[src/rtl/alu_input_sequencer_pkg.sv]
// Shared types for the ALU input sequencer: machine word, ALU opcodes and
// sequencer FSM states.
package alu_input_sequencer_pkg;

  localparam int unsigned WORD_W  = 32;
  localparam int unsigned OP_W    = 4;
  localparam int unsigned STATE_W = 3;
  localparam int unsigned FLAGS_W = 3;

  typedef logic [WORD_W-1:0] word_t;

  typedef enum logic [OP_W-1:0] {
    ALU_AND = 4'h0,
    ALU_OR  = 4'h1,
    ALU_ADD = 4'h2,
    ALU_SUB = 4'h6,
    ALU_SLT = 4'h7,
    ALU_NOR = 4'hC
  } aluop_t;

  typedef enum logic [STATE_W-1:0] {
    LOAD_A  = 3'd0,
    LOAD_B  = 3'd1,
    LOAD_OP = 3'd2,
    EXEC    = 3'd3,
    SHOW    = 3'd4
  } seq_state_t;

  // Sign-extend the 16-bit switch value using the sign switch.
  function automatic word_t operand_of(input logic [16:0] sw_v);
    return {{16{sw_v[16]}}, sw_v[15:0]};
  endfunction

endpackage

[src/rtl/alu_input_sequencer_if.sv]
// ALU bus between the sequencer (master) and the combinational ALU (slave).
//   porta, portb : operands driven by the sequencer
//   op           : ALU opcode driven by the sequencer
//   alu_out      : ALU result
//   alu_zf/nf/of : ALU zero / negative / overflow flags
interface alu_input_sequencer_if;
  import alu_input_sequencer_pkg::*;

  word_t  porta;
  word_t  portb;
  aluop_t op;
  word_t  alu_out;
  logic   alu_zf;
  logic   alu_nf;
  logic   alu_of;

  modport master (
    output porta, portb, op,
    input  alu_out, alu_zf, alu_nf, alu_of
  );

  modport slave (
    input  porta, portb, op,
    output alu_out, alu_zf, alu_nf, alu_of
  );
endinterface

[src/rtl/alu_input_sequencer_key_debounce.sv]
// Synchronizes and debounces one active-low pushbutton.
//   CLK, RST : clock, synchronous active-high reset
//   raw_n    : raw active-low key
//   level    : accepted debounced level, 1 = pressed
//   press    : one-cycle pulse on accepted released->pressed transition
module key_debounce #(
  parameter int unsigned DEBOUNCE_CYCLES = 50000
) (
  input  logic CLK,
  input  logic RST,
  input  logic raw_n,
  output logic level,
  output logic press
);
  localparam int unsigned CW = (DEBOUNCE_CYCLES < 2) ? 1 : $clog2(DEBOUNCE_CYCLES);

  logic          sync1;
  logic          sync2;
  logic          level_d;
  logic [CW-1:0] cnt;

  // cnt counts consecutive samples that disagree with the accepted level;
  // the level flips on the DEBOUNCE_CYCLES-th such sample.
  always_ff @(posedge CLK) begin
    if (RST) begin
      sync1   <= 1'b0;
      sync2   <= 1'b0;
      level   <= 1'b0;
      level_d <= 1'b0;
      press   <= 1'b0;
      cnt     <= '0;
    end else begin
      sync1   <= ~raw_n;
      sync2   <= sync1;
      level_d <= level;
      press   <= level & ~level_d;
      if (sync2 == level) begin
        cnt <= '0;
      end else if (cnt == CW'(DEBOUNCE_CYCLES - 1)) begin
        level <= sync2;
        cnt   <= '0;
      end else begin
        cnt <= cnt + CW'(1);
      end
    end
  end
endmodule

[src/rtl/alu_input_sequencer.sv]
// Board front end for the ALU: debounced ENTER/CLEAR keys step through
// operand A, operand B and opcode entry, then latch the ALU result/flags.
//   CLK, RST : clock, synchronous active-high reset
//   key_n    : raw active-low keys, [0] ENTER, [3] CLEAR
//   sw       : raw switches, [15:0] value, [16] sign, [3:0] opcode
//   alu      : ALU bus (porta/portb/op out, alu_out/flags in)
//   result   : latched ALU result
//   flags    : latched {of, nf, zf}
//   valid    : result/flags hold a completed operation
//   state    : current FSM state
module alu_input_sequencer
  import alu_input_sequencer_pkg::*;
#(
  parameter int unsigned DEBOUNCE_CYCLES = 50000
) (
  input  logic                CLK,
  input  logic                RST,
  input  logic [3:0]          key_n,
  input  logic [17:0]         sw,
  alu_input_sequencer_if.master alu,
  output word_t               result,
  output logic [FLAGS_W-1:0]  flags,
  output logic                valid,
  output seq_state_t          state
);
  logic [16:0] sw_m;
  logic [16:0] sw_s;
  logic        enter_press;
  logic        clear_press;
  logic        enter_level_unused;
  logic        clear_level_unused;
  logic        unused_inputs;

  assign unused_inputs = &{1'b0, sw[17], key_n[2:1], enter_level_unused, clear_level_unused};

  key_debounce #(.DEBOUNCE_CYCLES(DEBOUNCE_CYCLES)) u_enter (
    .CLK   (CLK),
    .RST   (RST),
    .raw_n (key_n[0]),
    .level (enter_level_unused),
    .press (enter_press)
  );

  key_debounce #(.DEBOUNCE_CYCLES(DEBOUNCE_CYCLES)) u_clear (
    .CLK   (CLK),
    .RST   (RST),
    .raw_n (key_n[3]),
    .level (clear_level_unused),
    .press (clear_press)
  );

  // Two-flop synchronizer for the switch bank.
  always_ff @(posedge CLK) begin
    if (RST) begin
      sw_m <= '0;
      sw_s <= '0;
    end else begin
      sw_m <= sw[16:0];
      sw_s <= sw_m;
    end
  end

  // Entry sequencer; CLEAR takes priority over ENTER in every state.
  always_ff @(posedge CLK) begin
    if (RST || clear_press) begin
      alu.porta <= '0;
      alu.portb <= '0;
      alu.op    <= aluop_t'(OP_W'(0));
      result    <= '0;
      flags     <= '0;
      valid     <= 1'b0;
      state     <= LOAD_A;
    end else begin
      unique case (state)
        LOAD_A: begin
          if (enter_press) begin
            alu.porta <= operand_of(sw_s);
            valid     <= 1'b0;
            state     <= LOAD_B;
          end
        end
        LOAD_B: begin
          if (enter_press) begin
            alu.portb <= operand_of(sw_s);
            state     <= LOAD_OP;
          end
        end
        LOAD_OP: begin
          if (enter_press) begin
            alu.op <= aluop_t'(sw_s[OP_W-1:0]);
            state  <= EXEC;
          end
        end
        EXEC: begin
          result <= alu.alu_out;
          flags  <= {alu.alu_of, alu.alu_nf, alu.alu_zf};
          valid  <= 1'b1;
          state  <= SHOW;
        end
        SHOW: begin
          if (enter_press) begin
            state <= LOAD_A;
          end
        end
        default: begin
          state <= LOAD_A;
        end
      endcase
    end
  end
endmodule

[src/flat_wrapper.sv]
// flat-port wrapper written by rule: the top's interface ports become plain ports
module alu_input_sequencer_flat import alu_input_sequencer_pkg::*;
#(
  parameter int unsigned DEBOUNCE_CYCLES = 50000
)
  (CLK, RST, key_n, sw, result, flags, valid, state, alu_porta, alu_portb, alu_op, alu_alu_out, alu_alu_zf, alu_alu_nf, alu_alu_of);
  alu_input_sequencer_if alu_i ();
  input  logic CLK;
  input  logic RST;
  input  logic [3:0] key_n;
  input  logic [17:0] sw;
  output word_t result;
  output logic [FLAGS_W-1:0] flags;
  output logic valid;
  output seq_state_t state;
  output wire logic [$bits(alu_i.porta)-1:0] alu_porta;
  output wire logic [$bits(alu_i.portb)-1:0] alu_portb;
  output wire logic [$bits(alu_i.op)-1:0] alu_op;
  input wire logic [$bits(alu_i.alu_out)-1:0] alu_alu_out;
  input wire logic [$bits(alu_i.alu_zf)-1:0] alu_alu_zf;
  input wire logic [$bits(alu_i.alu_nf)-1:0] alu_alu_nf;
  input wire logic [$bits(alu_i.alu_of)-1:0] alu_alu_of;
  assign alu_porta = alu_i.porta;
  assign alu_portb = alu_i.portb;
  assign alu_op = alu_i.op;
  assign alu_i.alu_out = alu_alu_out;
  assign alu_i.alu_zf = alu_alu_zf;
  assign alu_i.alu_nf = alu_alu_nf;
  assign alu_i.alu_of = alu_alu_of;
  alu_input_sequencer #(.DEBOUNCE_CYCLES(DEBOUNCE_CYCLES)) u_core (.CLK(CLK), .RST(RST), .key_n(key_n), .sw(sw), .alu(alu_i), .result(result), .flags(flags), .valid(valid), .state(state));
endmodule
[config.mk]
export PLATFORM = sky130hd
export DESIGN_NAME = alu_input_sequencer_flat
export DESIGN_NICKNAME = d
export VERILOG_FILES = /design/src/rtl/alu_input_sequencer_pkg.sv /design/src/rtl/alu_input_sequencer_if.sv /design/src/rtl/alu_input_sequencer_key_debounce.sv /design/src/rtl/alu_input_sequencer.sv /design/src/flat_wrapper.sv
export SDC_FILE = /design/constraint.sdc
export NUM_CORES = 1
export LEC_CHECK = 0
export CAP_MARGIN = 10
export CORE_UTILIZATION = 48
export CTS_BUF_LIST = sky130_fd_sc_hd__clkbuf_2
export DETAILED_ROUTE_END_ITERATION = 10
export PLACE_DENSITY_LB_ADDON = 0.2
export SLEW_MARGIN = 20
export SYNTH_ARGS = -nofsm -noshare
export SYNTH_HDL_FRONTEND = slang
export SYNTH_SLANG_ARGS = --single-unit
[constraint.sdc]
create_clock -name CLK -period 2.2 [get_ports CLK]
set_clock_uncertainty 0.15 [all_clocks]
set_input_delay 0.55 -clock CLK [delete_from_list [all_inputs] [get_ports CLK]]
set_output_delay 0.55 -clock CLK [all_outputs]
set_load 0.05 [all_outputs]
# After elaboration in Yosys (flattened, before gate mapping)
# Index checks and enable logic that the tools add are counted.
[word_totals]
ff_bits = 153
input_bits = 59
output_inout_bits = 107
wordCells = 62
[classes]
add_sub_neg = 2
eq_ne = 12
muxes = 7
bitwise_logic = 8
n_reduce_logical = 12
[ops]
columns = ["op", "n"]
rows = [
  ["16-bit by 1-bit adder with 16-bit output, second input constant", 2],
  ["16-bit == test, second input constant", 2],
  ["3-bit one-hot mux with 5 select lines", 1],
  ["3-bit 2-to-1 mux", 4],
  ["2-bit AND reduction", 6],
  ["2-bit inequality test, second input constant", 4],
  ["3-bit by 2-bit == test with 1-bit output, second input constant", 2],
  ["1-bit NOT", 6],
  ["3-bit OR reduction", 2],
  ["4-bit AND reduction", 1],
  ["3-bit by 1-bit == test with 1-bit output, second input constant", 1],
  ["3-bit == test, second input constant", 1],
  ["3-bit zero test", 1],
  ["1-bit bitwise AND", 2],
  ["1-bit == test", 2],
  ["1-bit one-hot mux with 2 select lines", 1],
  ["2-bit nonzero test", 1],
  ["1-bit logical OR", 1],
  ["1-bit 2-to-1 mux", 1],
]

# Longest topological paths before layout
# Gate-level depths: netlist (run 1).
[depth]
word_depth = 3
depth_mapped = 6
mapped_depth_nobuf = 5

# Modules after synthesis
# A second synthesis (run 1) with hierarchy kept.
[hier_totals]
hier_cells = 618
area_unflattened_um2 = 6647.6
[modules_own_cells]
columns = ["mod", "instances", "cells_each", "area_per_inst_um2", "seq_area_each_um2"]
rows = [
  ["alu_input_sequencer", 1, 430, 4898.4, 2222.1],
  ["key_debounce", 2, 94, 874.6, 420.4],
]

# Worst setup path after synthesis (run 1)
# OpenSTA, ideal clock, no wires.
[synth_timing]
kind = "reg2reg"
start = "register u_core.state[0]"
end = "register u_core.flags[0]"
setup_time_ns = 0.071
arrival_ns = 1.747
required_time_ns = 1.979
setup_slack_ns = 0.232
path_stages_with_launch = 7
n_path_buf = 3
period_less_slack_ns = 1.968
path_cell_list = "dfxtp_1 > clkbuf_1 > and3b_1 > clkbuf_1 > clkbuf_1 > nand2_1 > a21oi_1"
[synth_between]
elab_chain_cells = 1
[synth_lines]
columns = ["item", "line", "text"]
rows = [
  ["from (decl)", "alu_input_sequencer.sv:24", "output seq_state_t state"],
  ["from (signal assigned)", "alu_input_sequencer.sv:72", "state <= LOAD_A;"],
  ["from (signal assigned)", "alu_input_sequencer.sv:79", "state <= LOAD_B;"],
  ["from (signal assigned)", "alu_input_sequencer.sv:85", "state <= LOAD_OP;"],
  ["3-bit by 2-bit == test with 1-bit output", "alu_input_sequencer.sv:74", "unique case (state)"],
  ["to (signal assigned)", "alu_input_sequencer.sv:96", "flags <= {alu.alu_of, alu.alu_nf, alu.alu_zf};"],
  ["to (decl)", "alu_input_sequencer.sv:22", "output logic [FLAGS_W-1:0] flags,"],
]
# Every way passes these cells.
# A chain may end at the register's enable or synchronous reset.

# Worst setup path in the final report (run 1)
[layout_timing]
start = "register u_core.result[10]"
end = "output result[10]"
[layout_lines]
columns = ["item", "line", "text"]
rows = [
  ["from (decl)", "alu_input_sequencer.sv:21", "output word_t result,"],
  ["from (signal assigned)", "alu_input_sequencer.sv:95", "result <= alu.alu_out;"],
  ["to (decl)", "flat_wrapper.sv:12", "output word_t result;"],
]
# No word-level cell between the ends.

==> implementation parameters, run 1 <==
Parameter                              Value

Run status
  Status    complete, no violations

Finish
  Leading cell types in the layout, fill and taps excluded    dfxtp_1, nand2_1, a21oi_1, clkdlybuf4s50_1, nor2_1
  Number of inserted filler cells in the final layout    866
  Area delta synth->final    36.8%
  Footprint of the flip-flops and latches    slightly above 0.003 mm2
  Ant. Diodes    0
  Area of the multi-input gates    around 0.0021 mm2
  Share of post-route cells with drive strength above 1    0.208
  Number of nets in the layout    816
  Most common library cell in the layout ignoring fill and taps    dfxtp_1

Worst setup path
  Path depth of the worst reg2reg path    4
  Worst-path fanout max    2
  Reg2reg start    u_core.u_clear.cnt[4]$_SDFF_PP0_
  Required time at the endpoint of the critical path    1.50 ns
  Endpoint class of the critical path    output port
  Capture instance of the worst register-to-register path    u_core.u_clear.cnt[9]$_SDFF_PP0_
  Stages on the worst setup path    1
  Cell class contributing the biggest share of worst-path delay    flip-flops
  Combined buffer and inverter count along the critical path    1
  Highest-delay cell along the critical path    dfxtp_1
  Crit start category    flop
  Critical path's largest stage delay    0.39 ns
  Flop-to-flop setup slack    about 0.19 ns
  Cell Chain, Critical Path    clkdlybuf4s15_2
  Signal arrival time at the worst endpoint    about 1.4 ns
  Critical path class    reg -> out

Route
  Detail-routed via count per cell    between 4 and 5
  Detailed-route wire length    about 13000 um
  Routed wire length per instance    roughly 14 um
  Post-DRT Antenna Nets    0
  Total vias in the final route    between 4k and 5k
  Initial drt markers    241
  Total DRC errors in the routed layout    0
  1st-pass router iterations    5

Power
  Static leakage    0.00277 uW
  Power Dens Cells    635 mW/mm2
  Worst ir drop on vdd    345 uV

Worst hold path
  Startpoint of the most critical hold path    RST
  Worst min path class    in -> reg
  Worst hold stages    2
  Hold endpoint    u_core.u_enter.level$_SDFFE_PP0P_

Clocking
  Postcts setup bufs    0
  CTS Hold Buffers Added    0
  Clock buffers created by TritonCTS    17
  Max H-tree Level    4
  Total number of clock tree sinks    153
  Clock root buffer master    clkbuf_2
  Buffers from clock root to sink, at most    2
  Clock tree from TritonCTS    built
  Source-to-sink clock delay at the later pin of the worst-skew pair    around 0.67 ns
  CTS clock-pin slew for the worst setup and hold paths    0.22 ns

Placement
  Number of port buffers    162
  HPWL Detailed    ~9000 um
  Worst setup timing slack at the placement stage    0.235 ns
  Final GP Congestion    ~0.76

Synthesis
  Cell taking the most area after synthesis    dfxtp_1
  Combinational family with the most area after synthesis    simple AND/OR/NAND/NOR gates
  Mean instance size in the synthesized netlist    approximately 8.8 um2
  Simple-Gate Fraction of Synth Area    0.247
  Seq cells post-synth    153
  XOR/XNOR share of the synthesized area    0.0478
  Top post-synthesis cells by area    dfxtp_1, nand2_1, a21oi_1
  Number of distinct library cell variants in the gate-level netlist after synthesis    31
  Sequential cell area fraction in the yosys report    0.557
  Yosys Warn Count    0
  Synthesized-area fraction occupied by adder cells    0.00455
  Multiplexer fraction of the synthesized cell area    0.0130
  Post-Synthesis Cells    ~620
  Net count after synthesis    683
  Synthesized-area fraction occupied by ao, oa, aoi and oai cells    0.0655
  Post-synth top area share    0.557
  Synthesized cell area    approximately 0.0055 mm2

Timing
  Crit share post-route    0.962
  Shortest clock period the worst path allows after layout    between 2 and 2.5 ns
  Total of endpoints with negative setup slack in the final report    0
  Max Fclk    between 400 and 500 MHz
  Final slew viol count    0
  Final worst slack    approximately 0.083 ns
  Slew at the pin closest to its max-slew limit    0.693 ns
  Hold slack    ~0.054 ns
  Worst slew margin    0.537
  Final hold violation count    0
  RSZ-0062 raised after global routing    true

Global routing
  Global router's overall resource usage    0.220
  Maximum number of pins on one net before global-route repair    78
  Via count of the first global-routing pass    around 4.2k
  First-pass GRT wire length    around 20000 um
  Overflow left after global routing    0
  Initial antenna violation count    0

Job
  Number of maximum-capacitance violations    0

Floorplan
  Top Ports    roughly 170
  Width of the die    109 um
  Die outline height    roughly 110 um
  Die footprint    approximately 0.012 mm2
  Starting density of the core    0.501
  Site Rows    38
  Core Region    about 0.011 mm2
[worst max path at each step]
| stage | from | end | slack [ns] |
|---|---|---|---|
| 2_1_floorplan | u_core.state[0]$_SDFFE_PP0P_ | u_core.flags[0]$_SDFFE_PP0P_ | 0.23 |
| 3_3_place_gp | u_core.u_clear.cnt[4]$_SDFF_PP0_ | u_core.u_clear.cnt[9]$_SDFF_PP0_ | 0.27 |
| 3_5_place_dp | u_core.u_clear.cnt[4]$_SDFF_PP0_ | u_core.u_clear.cnt[15]$_SDFF_PP0_ | 0.24 |
| 4_1_cts | u_core.alu.portb[16]$_SDFFE_PP0P_ | alu_portb[21] | 0.01 |
| 5_1_grt | u_core.alu.porta[16]$_SDFFE_PP0P_ | alu_porta[23] | -0.02 |
| 6_report | u_core.result[10]$_SDFFE_PP0P_ | result[10] | 0.08 |
[report_power, final]
group          switching, uW  internal [uW]
clock                    940            850
sequential              14.3           2810
combinational           62.5            110
total                   1020           3770
[cell type report]
type / instances / share of cell area
multi-input combinational: 405 / 0.277
clock inverter: 14 / 0.0271
sequential: 153 / 0.408
inverter: 5 / 0.00249
timing repair buffer: 173 / 0.250
clock buffer: 18 / 0.0120
tap: 140 / 0.0233
[routing by layer]
layer | GRT usage | part of all wire | up-vias
li1 | - | - | 2252
met1 | 0.255 | 0.41 | 2057
met2 | 0.393 | 0.50 | 144
met3 | 0.0514 | 0.075 | 13
met4 | 0.0792 | 0.012 | 0
met5 | 0 | 0 | -
[synthesized netlist by cell type]
library cell and number:
dfxtp_1 153, nand2_1 147, a21oi_1 72, nor2_1 45, nor2b_1 43, buf_4 30, clkbuf_1 27, xnor2_1 26
nand3_1 12, nor3_1 12, nor4_1 10, nand4_1 8, mux2i_1 6, inv_1 5, xor2_1 4, and3_1 3
ha_1 2, nand2b_1 2, nand3b_1 2, nor4bb_1 2, and2_1 1, and3b_1 1, buf_1 1, buf_6 1
mux2_2 1, nand2_4 1, nor4b_1 1, or2_2 1, or4_1 1, or4_4 1, or4b_1 1
[logic make-up (layout without fill, tap and decap cells)]
group / after synthesis / after routing
fa+ha+maj: 2 / 2
buf+inv: 64 / 210
mux: 7 / 7
xor+xnor: 30 / 30
simple gates: 294 / 294
compound gates: 72 / 72
flops: 153 / 153
[state kept, by name, summed over array words and instances, names as in the netlist, 3 cells and up]
register,cells
u_core.flags,3
u_core.u_enter.cnt,16
u_core.result,32
u_core.u_clear.cnt,16
u_core.sw_s,17
u_core.alu.portb,17
u_core.sw_m,17
u_core.alu.porta,17
u_core.alu.op,4
u_core.state,3
[timing repair]
action / in CTS / in global routing
gates resized for setup: 152 / 70
cloned: 1 / 1
endpoints found under the setup margin: 81 / 62
pin swaps: 0 / 0
[per-stage QoR]
stage | setup TNS, ns | power (uW) | utilization | cells | instance area (um2)
finish | 0 | 4780 | 0.685 | 908 | 7530
global route | -0.165 | 4960 | 0.685 | 908 | 7530
CTS | 0 | 4820 | 0.701 | 907 | 7700
detailed placement | 0 | 3050 | 0.665 | 874 | 7300
global placement | 0 | 3050 | 0.665 | 874 | 7300
floorplan | 0 | 2930 | - | 622 | 5500
No activity file was read; power rests on OpenSTA's default activity.
==> inputs of run 2 (changes only) <==
Settings changed: ABC_AREA from default to 1, CORE_UTILIZATION 48 to 49.
==> implementation parameters, run 2 <==
Parameter                              Value

Power
  Static leakage    0.00310 uW (was 0.00277 uW)
  Switching share of power    0.235 (was 0.213)
  Power Dens Cells    561 mW/mm2 (was 635 mW/mm2)
  Total power    4310 uW (was 4780 uW)
  Worst ir drop on vdd    337 uV (was 345 uV)
  Power share of the combinational group    0.043 (was 0.036)
  Part of the power in registers    0.654 (was 0.590)
  Total internal power    3300 uW (was 3770 uW)
  Switching component of the power    1020 uW (about the same)
  Clock Power Share    0.303 (was 0.374)

Floorplan
  Width of the die    111 um (was 109 um)
  Core Region    0.0115 mm2 (was 0.0110 mm2)
  Top Ports    166 (unchanged)
  Starting density of the core    0.504 (was 0.501)
  Die footprint    0.0122 mm2 (was 0.0119 mm2)
  Die outline height    111 um (was 109 um)
  Site Rows    39 (was 38)

Timing
  Worst slew margin    0.600 (was 0.537)
  Total of endpoints with negative setup slack in the final report    0 (unchanged)
  Crit share post-route    0.998 (was 0.962)
  Final slew viol count    0 (unchanged)
  Final TNS setup    0 ns (unchanged)
  Final worst slack    0.00337 ns (was 0.0835 ns)
  Shortest clock period the worst path allows after layout    2.20 ns (was 2.12 ns)
  RSZ-0062 raised after global routing    true (unchanged)
  Slew at the pin closest to its max-slew limit    0.599 ns (was 0.693 ns)
  Max Fclk    455 MHz (was 472 MHz)
  Final hold violation count    0 (unchanged)

Synthesis
  Yosys Warn Count    0 (unchanged)
  Sequential cell area fraction in the yosys report    0.530 (was 0.557)
  Dominant register cell in the synthesized netlist    dfxtp_1 (unchanged)
  Synthesized cell area    0.00578 mm2 (was 0.00550 mm2)
  Mean instance size in the synthesized netlist    7.69 um2 (was 8.84 um2)
  Cell taking the most area after synthesis    dfxtp_1 (unchanged)
  List of most frequent post-synthesis cells    nand2_1, dfxtp_1, nor2_1 (was dfxtp_1, nand2_1, a21oi_1)
  Cell with the most instances after synthesis    nand2_1 (was dfxtp_1)
  Synth async-reset ratio    0 (unchanged)
  Post-Synthesis Cells    752 (was 622)
  Top post-synthesis cells by area    dfxtp_1, nand2_1, a21oi_1 (unchanged)
  Number of flops mapped to enable cells by yosys    0 (unchanged)
  Post-synth top area share    0.530 (was 0.557)
  Seq cells post-synth    153 (unchanged)
  Number of distinct library cell variants in the gate-level netlist after synthesis    28 (was 31)
  Net count after synthesis    813 (was 683)

Placement
  Final GP Congestion    0.841 (was 0.763)
  # placed instances    1015 (was 874)
  Number of port buffers    162 (unchanged)
  Worst setup timing slack at the placement stage    0.100 ns (was 0.235 ns)
  HPWL Detailed    9550 um (was 9000 um)
  Cell area after placement    0.00760 mm2 (was 0.00730 mm2)

Worst setup path
  Highest-delay cell along the critical path    dfxtp_4 (was dfxtp_1)
  Crit start category    flop (unchanged)
  Critical path class    reg -> out (unchanged)
  Critical path's largest stage delay    0.40 ns (was 0.39 ns)
  Endpoint class of the critical path    output port (unchanged)
  Signal arrival time at the worst endpoint    1.50 ns (was 1.42 ns)
  Worst-path fanout max    8 (was 2)
  Required time at the endpoint of the critical path    1.50 ns (about the same)
  Most frequent CP cell    buf_12
  Cell Chain, Critical Path    buf_12, buf_16, buf_12 (was clkdlybuf4s15_2)

Clocking
  Max H-tree Level    4 (unchanged)
  CTS clock-pin slew for the worst setup and hold paths    0.20 ns (was 0.22 ns)
  Buffers from clock root to sink, at most    2 (unchanged)
  Clock root buffer master    clkbuf_2 (unchanged)
  Total number of clock tree sinks    153 (unchanged)
  Clock buffers created by TritonCTS    17 (unchanged)
  Clock tree from TritonCTS    built (unchanged)
  Source-to-sink clock delay at the later pin of the worst-skew pair    0.68 ns (was 0.67 ns)

Route
  Total DRC errors in the routed layout    0 (unchanged)
  Detailed-route wire length    13200 um (was 12900 um)
  1st-pass router iterations    4 (was 5)
  Routed wire length per instance    12.6 um (was 14.2 um)
  Post-DRT Antenna Nets    0 (unchanged)
  Detail-routed via count per cell    4.72 (was 4.92)
  Total vias in the final route    4975 (was 4466)
  Initial drt markers    183 (was 241)

Worst hold path
  Worst min path class    in -> reg (unchanged)

Global routing
  First-pass GRT wire length    21900 um (was 20300 um)
  Overflow left after global routing    0 (unchanged)
  Initial antenna violation count    0 (unchanged)
  Maximum number of pins on one net before global-route repair    51 (was 78)
  Via count of the first global-routing pass    4742 (was 4224)
  Global router's overall resource usage    0.221 (was 0.220)

Finish
  Ant. Diodes    0 (unchanged)
  Area of the multi-input gates    0.00204 mm2 (was 0.00208 mm2)
  Number of flip-flops under the largest register name    32 (unchanged)
  Leading cell types in the layout, fill and taps excluded    nand2_1, dfxtp_1, nor2_1, a21oi_1, inv_1 (was dfxtp_1, nand2_1, a21oi_1, clkdlybuf4s50_1, nor2_1)
  Largest reg by FF count    u_core.result (unchanged)
  Most common library cell in the layout ignoring fill and taps    nand2_1 (was dfxtp_1)
  Area delta synth->final    32.9% (was 36.8%)
  Footprint of the flip-flops and latches    0.00308 mm2 (was 0.00307 mm2)
  Share of post-route cells with drive strength above 1    0.191 (was 0.208)
  Cell area after layout    0.00769 mm2 (was 0.00753 mm2)
  Non-filler instance count after layout    1053 (was 908)
  Number of nets in the layout    958 (was 816)
  Number of inserted filler cells in the final layout    926 (was 866)

Run status
  Status    complete, no violations (unchanged)

Job
  Number of maximum-capacitance violations    0 (unchanged)
-- run 2: cell types whose count changed in the layout (fill, tap and decap cells not counted), sizes merged, moves of 10 or more --
cell,before,now
nand3,12,30
nor2,45,99
nand2,148,208
nor4,10,0
buf,102,126
a21oi,72,89
inv,5,82
xnor2,26,7
nor2b,43,0
clkdlybuf4s15,13,0
-- run 2: area by class of cell --
type,count,share of cell area
Tap cell,143,0.0233
Multi-Input combinational cell,461,0.266
Sequential cell,153,0.400
Inverter,82,0.0404
Clock inverter,15,0.0145
Clock buffer,17,0.0111
Timing Repair Buffer,182,0.245
-- run 2: power by group through the flow --
stage	clock [uW]	combinational, uW	sequential, uW
3_3_place_gp	0	181	2880
3_5_place_dp	0	184	2880
4_1_cts	1360	185	2820
2_1_floorplan	0	65.3	2870
5_1_grt	1480	202	2830
6_report	1310	184	2820
-- run 2: path summary, 6_finish.rpt --
path,startpoint,to,slack [ns],cells past startpoint
worst max-delay path,u_core.alu.portb[16]$_SDFFE_PP0P_,alu_portb[28],0.003,3
worst min-delay path,sw[10],u_core.sw_m[10]$_SDFF_PP0_,0.21,3
worst max register to register,u_core.u_enter.cnt[0]$_SDFF_PP0_,u_core.u_enter.cnt[12]$_SDFF_PP0_,0.45,7
worst min register to register,u_core.u_enter.level_d$_SDFF_PP0_,u_core.u_enter.press$_SDFF_PP0_,0.25,1
-- run 2: cells by family (layout without fill, tap and decap cells) --
family          count (synthesis)  count (layout)  share of synthesized area
fa+ha+maj                       2               2                    0.00433
simple gates                  351             351                      0.247
buf+inv                       138             296                      0.117
flops                         153             153                      0.530
compound gates                 96              96                     0.0839
xor+xnor                       12              12                     0.0182
-- run 2: timing repair --
action / in CTS / in global routing
buffers inserted: 2 / 2
gates resized for setup: 203 / 51
endpoints found under the setup margin: 82 / 62
hold buffers: 0 / 0
cloned: 2 / 1
pin swaps: 0 / 0
-- run 2: critical path, delay by kind of cell, from the launching register on --
kind | cells | cell delay, ns
DFF | 1 | 0.40
buffers and inverters | 3 | 0.42
-- run 2: layer usage --
layer,routed length [um],up-vias,share of wire,global-route usage
li1,-,2590,-,-
met1,5900,2214,0.45,0.262
met2,6410,151,0.48,0.375
met3,690,20,0.052,0.0565
met4,227,0,0.017,0.0960
met5,0,-,0,0
-- run 2: metrics by stage --
step	util	hold WS, ns
floorplan	-	0.223
global placement	0.663	0.229
detailed placement	0.663	0.232
CTS	0.681	0.138
global route	0.670	0.144
finish	0.670	0.213
